<file path="config.mk">
export PLATFORM = sky130hd
export DESIGN_NAME = router_fsm_np
export DESIGN_NICKNAME = d
export VERILOG_FILES = /design/src/rtl/router_fsm_np.sv
export SDC_FILE = /design/constraint.sdc
export NUM_CORES = 1
export LEC_CHECK = 0
export CORE_MARGIN = 1
export CORE_UTILIZATION = 45
export DETAILED_ROUTE_END_ITERATION = 7
export PLACE_DENSITY = 0.9
export SLEW_MARGIN = 20
export SYNTH_ARGS = -nofsm -noshare
export SYNTH_HDL_FRONTEND = slang
export SYNTH_SLANG_ARGS = --single-unit
</file>
<file path="constraint.sdc">
create_clock -name clock -period 2.6 [get_ports clock]
set_input_delay 0.65 -clock clock [delete_from_list [all_inputs] [get_ports clock]]
set_output_delay 0.65 -clock clock [all_outputs]
set_load 0.05 [all_outputs]
</file>
<file path="src/rtl/router_fsm_np.sv">
// Packet-router control FSM: decodes the header address, sequences payload/parity writes,
// stalls on a busy or full FIFO, and drops packets addressed to a nonexistent port.
module router_fsm_np #(
    parameter int NUM_PORTS    = 3,
    parameter int ADDR_W       = 2,
    parameter int WAIT_TIMEOUT = 0
) (
    input  logic                 clock,
    input  logic                 resetn,
    input  logic                 pkt_valid,
    input  logic [ADDR_W-1:0]    data_in,
    input  logic                 fifo_full,
    input  logic [NUM_PORTS-1:0] fifo_empty,
    input  logic [NUM_PORTS-1:0] soft_reset,
    input  logic                 parity_done,
    input  logic                 low_pkt_valid,
    output logic                 detect_add,
    output logic                 lfd_state,
    output logic                 ld_state,
    output logic                 laf_state,
    output logic                 full_state,
    output logic                 rst_int_reg,
    output logic                 write_enb_reg,
    output logic                 busy,
    output logic                 drop_state,
    output logic [ADDR_W-1:0]    port_sel,
    output logic                 timeout_err
);

    typedef enum logic [3:0] {
        DECODE_ADDRESS,
        LOAD_FIRST_DATA,
        LOAD_DATA,
        WAIT_TILL_EMPTY,
        LOAD_PARITY,
        CHECK_PARITY_ERROR,
        FIFO_FULL_STATE,
        LOAD_AFTER_FULL,
        DROP_PACKET
    } state_t;

    localparam int                PORTS_X     = 2 ** ADDR_W;
    localparam int                CNT_W       = (WAIT_TIMEOUT > 0) ? $clog2(WAIT_TIMEOUT + 1) : 1;
    localparam logic [ADDR_W:0]   NUM_PORTS_X = (ADDR_W + 1)'(NUM_PORTS);
    localparam logic [CNT_W-1:0]  CNT_LAST    = (WAIT_TIMEOUT > 0) ? CNT_W'(WAIT_TIMEOUT - 1) : '0;

    state_t              state_q, state_d;
    logic [ADDR_W-1:0]   port_sel_q, port_sel_d;
    logic [CNT_W-1:0]    cnt_q, cnt_d;
    logic                timeout_q, timeout_d;
    logic [PORTS_X-1:0]  empty_ext, srst_ext;

    logic detect_add_q, lfd_q, ld_q, laf_q, full_q, rst_int_q, wen_q, busy_q, drop_q;

    always_comb begin
        // Widen per-port flags to the full address space so any port_sel/data_in indexes safely.
        empty_ext                = '0;
        empty_ext[NUM_PORTS-1:0] = fifo_empty;
        srst_ext                 = '0;
        srst_ext[NUM_PORTS-1:0]  = soft_reset;

        state_d    = state_q;
        port_sel_d = port_sel_q;
        timeout_d  = 1'b0;

        case (state_q)
            DECODE_ADDRESS: begin
                if (pkt_valid) begin
                    port_sel_d = data_in;
                    if ({1'b0, data_in} >= NUM_PORTS_X)
                        state_d = DROP_PACKET;
                    else if (empty_ext[data_in])
                        state_d = LOAD_FIRST_DATA;
                    else
                        state_d = WAIT_TILL_EMPTY;
                end
            end
            LOAD_FIRST_DATA: state_d = LOAD_DATA;
            LOAD_DATA: begin
                if (fifo_full)
                    state_d = FIFO_FULL_STATE;
                else if (!pkt_valid)
                    state_d = LOAD_PARITY;
            end
            WAIT_TILL_EMPTY: begin
                if (empty_ext[port_sel_q]) begin
                    state_d = LOAD_FIRST_DATA;
                end else if (WAIT_TIMEOUT > 0 && cnt_q == CNT_LAST) begin
                    state_d   = DROP_PACKET;
                    timeout_d = 1'b1;
                end
            end
            LOAD_PARITY: state_d = CHECK_PARITY_ERROR;
            CHECK_PARITY_ERROR: state_d = fifo_full ? FIFO_FULL_STATE : DECODE_ADDRESS;
            FIFO_FULL_STATE: begin
                if (!fifo_full)
                    state_d = LOAD_AFTER_FULL;
            end
            LOAD_AFTER_FULL: begin
                if (parity_done)
                    state_d = DECODE_ADDRESS;
                else if (low_pkt_valid)
                    state_d = LOAD_PARITY;
                else
                    state_d = LOAD_DATA;
            end
            DROP_PACKET: begin
                if (!pkt_valid)
                    state_d = DECODE_ADDRESS;
            end
            default: state_d = DECODE_ADDRESS;
        endcase

        if (state_q != DECODE_ADDRESS && srst_ext[port_sel_q]) begin
            state_d   = DECODE_ADDRESS;
            timeout_d = 1'b0;
        end

        // Counter runs only while staying in WAIT_TILL_EMPTY, so every entry starts from zero.
        if (WAIT_TIMEOUT > 0 && state_q == WAIT_TILL_EMPTY && state_d == WAIT_TILL_EMPTY)
            cnt_d = cnt_q + CNT_W'(1);
        else
            cnt_d = '0;
    end

    always_ff @(posedge clock) begin
        if (!resetn) begin
            state_q      <= DECODE_ADDRESS;
            port_sel_q   <= '0;
            cnt_q        <= '0;
            timeout_q    <= 1'b0;
            detect_add_q <= 1'b1;
            lfd_q        <= 1'b0;
            ld_q         <= 1'b0;
            laf_q        <= 1'b0;
            full_q       <= 1'b0;
            rst_int_q    <= 1'b0;
            wen_q        <= 1'b0;
            busy_q       <= 1'b0;
            drop_q       <= 1'b0;
        end else begin
            state_q      <= state_d;
            port_sel_q   <= port_sel_d;
            cnt_q        <= cnt_d;
            timeout_q    <= timeout_d;
            detect_add_q <= (state_d == DECODE_ADDRESS);
            lfd_q        <= (state_d == LOAD_FIRST_DATA);
            ld_q         <= (state_d == LOAD_DATA);
            laf_q        <= (state_d == LOAD_AFTER_FULL);
            full_q       <= (state_d == FIFO_FULL_STATE);
            rst_int_q    <= (state_d == CHECK_PARITY_ERROR);
            wen_q        <= (state_d == LOAD_DATA) || (state_d == LOAD_PARITY) ||
                            (state_d == LOAD_AFTER_FULL);
            // Dropping keeps busy low so the upstream source drains the packet at full rate.
            busy_q       <= !((state_d == DECODE_ADDRESS) || (state_d == LOAD_DATA) ||
                              (state_d == DROP_PACKET));
            drop_q       <= (state_d == DROP_PACKET);
        end
    end

    assign detect_add    = detect_add_q;
    assign lfd_state     = lfd_q;
    assign ld_state      = ld_q;
    assign laf_state     = laf_q;
    assign full_state    = full_q;
    assign rst_int_reg   = rst_int_q;
    assign write_enb_reg = wen_q;
    assign busy          = busy_q;
    assign drop_state    = drop_q;
    assign port_sel      = port_sel_q;
    assign timeout_err   = timeout_q;

endmodule

</file>
==> flow_summary.json <==
{
  "status": "finished, final reports clean",
  "gr-usage-all-layers": 0.1927,
  "die_area_um2": 2028,
  "worstSetupStartpointType": "input pin",
  "die_h_um": 45.03,
  "p_leak_nw": 0.4426,
  "vias": 757,
  "skew_ns": 0.01146,
  "hpwl_mm": 1.482,
  "synth_area_um2": 833.3,
  "io_buffer_count": 24,
  "max_slew_margin": 0.6422,
  "numClockSinks": 15,
  "rsz0062_at_grt": "no",
  "final_common_cell": "clkdlybuf4s50_1",
  "fin_cells": 143,
  "clock_path_buffers": 2,
  "design_area_um2": 1130,
  "ys_ff_latch": 15,
  "clk_pin_slew_worst_paths_ns": 0.08,
  "ctsHoldBuffers": 0,
  "min_period_ns": 2.314,
  "max-cap-violations": 0,
  "slew_viol_final": 0,
  "regArea_um2": 300.3,
  "p_per_area_nw_per_um2": 764.8,
  "num_io_pins": 26,
  "period_share": 0.8901,
  "htree_levels": 1,
  "wl_mm": 1.844,
  "dr.pass1.iters": 4,
  "drtIter0Drc": 8,
  "wl_per_cell_um": 12.90,
  "final_cell_mix": "24 x clkdlybuf4s50_1, 15 x dfxtp_1, 8 x nor2_1",
  "dieWidth_um": 45.03,
  "cp_max_fo": 6,
  "cts-root-buf": "clkbuf_4",
  "yosys_warnings": 0,
  "ys_types": 40,
  "insertion_delay_ns": 0.28,
  "setup_viol": 0,
  "final_hold_viol_count": 0,
  "nNetsFinal": 133,
  "row_count": 15,
  "whs_ns": 0.6000,
  "cts_setup_buffers": 0,
  "via_per_inst": 5.294,
  "crit_path_end_kind": "register",
  "antenna_found_initial": 0,
  "arrival_ns": 2.54,
  "power_w": 0.0008641,
  "max_freq_mhz": 432.1,
  "diodes": 0,
  "netlist.area_leader.share": 0.3604,
  "largest_reg_flops": 4,
  "tightest_slew_ns": 0.5350,
  "drive_gt1_frac": 0.1525,
  "yosysTopAreaCell": "dfxtp_1",
  "multiInputGateArea_um2": 474.2,
  "grt_max_degree": 14,
  "crit_type": "input pin to register",
  "area_delta_synth_final_pct": 35.59,
  "gr-total-overflow": 0,
  "worst-endpoint-required_ns": 2.82,
  "ys_top_cells_by_area": "dfxtp_1 36%, mux2i_1 6.0%, nor3_1 3.6%",
  "ir_worst_vdd_mv": 0.5568,
  "ant_nets": 0,
  "hold_class": "register to register",
  "cts_resized": 0,
  "place_area_um2": 1102,
  "grt_pass1_wl_mm": 2.822,
  "avgSynthCellArea_um2": 9.259,
  "seq_area_frac_synth": 0.3604,
  "dpl.cell_count": 139,
  "regMostFlops": "state_q",
  "cts_tree": "done",
  "routabilityCongestion": 0.8113,
  "core-area_um2": 1727,
  "syn_inst": 90,
  "timing.setup.tns_ns": 0,
  "grt_pass1_vias": 668,
  "drc": 0,
  "initial_utilization": 0.4826,
  "numCtsBuffers": 3,
  "fillers": 153,
  "synth_nets": 104
}
==> critical path, stage by stage <==
cell,delay (ns)
clkdlybuf4s50_1,0.50
or3b_1,0.50
nor3_4,0.20
o21a_4,0.16
o32a_4,0.18
nor4b_4,0.20
o21a_1,0.15
==> worst paths after layout <==
check                            from                       end  slack, ns  cells past startpoint
max reg2reg     state_q[2]$_SDFF_PN0_  write_enb_reg$_SDFF_PN0_       0.55                      6
min reg2reg  port_sel[0]$_SDFFE_PN0P_  port_sel[0]$_SDFFE_PN0P_       0.60                      2
min          port_sel[0]$_SDFFE_PN0P_  port_sel[0]$_SDFFE_PN0P_       0.60                      2
max                         pkt_valid  write_enb_reg$_SDFF_PN0_       0.29                      7
==> cell type report <==
type,count,share of cell area
multi-input combinational,65,0.4197
sequential,15,0.2658
timing repair buffer,29,0.2458
tap,25,0.02769
clock buffer,3,0.01993
inverter,5,0.01661
clock inverter,1,0.004430
==> power breakdown <==
| group | internal [W] | total (W) | switching, W |
|---|---|---|---|
| clock network | 0.0000571 | 0.000128 | 0.0000708 |
| logic | 0.000195 | 0.000430 | 0.000235 |
| registers | 0.000267 | 0.000306 | 0.0000387 |
==> metal layers <==
metal  vias to the layer above  wire length, um  global-route usage
li1                        378                -                   -
met1                       353              808              0.2277
met2                        20              931              0.3333
met3                         6               67             0.03200
met4                         0               36             0.09697
met5                         -                0                   0
==> kinds of logic after synthesis <==
| kind of cell | after synthesis | share of synthesized area |
|---|---|---|
| AO/OA/AOI/OAI | 18 | 0.1832 |
| adder cells (fa/ha/maj) | 1 | 0.01201 |
| buffers and inverters | 10 | 0.07056 |
| flip-flops | 15 | 0.3604 |
| multiplexers | 5 | 0.06006 |
| other | 1 | 0.004500 |
| AND/OR/NAND/NOR | 40 | 0.3093 |
==> cells in the mapped netlist <==
cell / count
o32a_4: 1
and2b_1: 1
buf_4: 1
nor4b_4: 1
nor4_1: 3
or2b_1: 1
a211oi_1: 1
o41ai_1: 1
conb_1: 1
a21oi_1: 3
o21ai_0: 1
buf_2: 1
o21a_1: 4
o21a_4: 1
nor3_1: 6
clkbuf_2: 1
maj3_1: 1
and3b_1: 1
nand3b_1: 1
buf_6: 2
and2_2: 1
nand2b_1: 3
and2_1: 2
or4_1: 2
nand2_1: 3
dfxtp_1: 15
inv_1: 5
nor2_1: 8
o31ai_1: 1
mux2i_1: 5
a32o_1: 1
nor2b_1: 1
nand3_1: 1
and3_2: 2
a2bb2oi_1: 1
o21ai_1: 1
nor3_4: 1
or3b_1: 1
nor3b_1: 1
a21o_2: 2
==> metrics by stage <==
step	setup WS, ns	util
3_5_place_dp	0.009654	0.6384
3_3_place_gp	0.09812	0.6384
6_report	0.2856	0.6543
4_1_cts	0.2985	0.6543
2_1_floorplan	0.5352	-
5_1_grt	0.2380	0.6543
No activity file was read; power rests on OpenSTA's default activity.
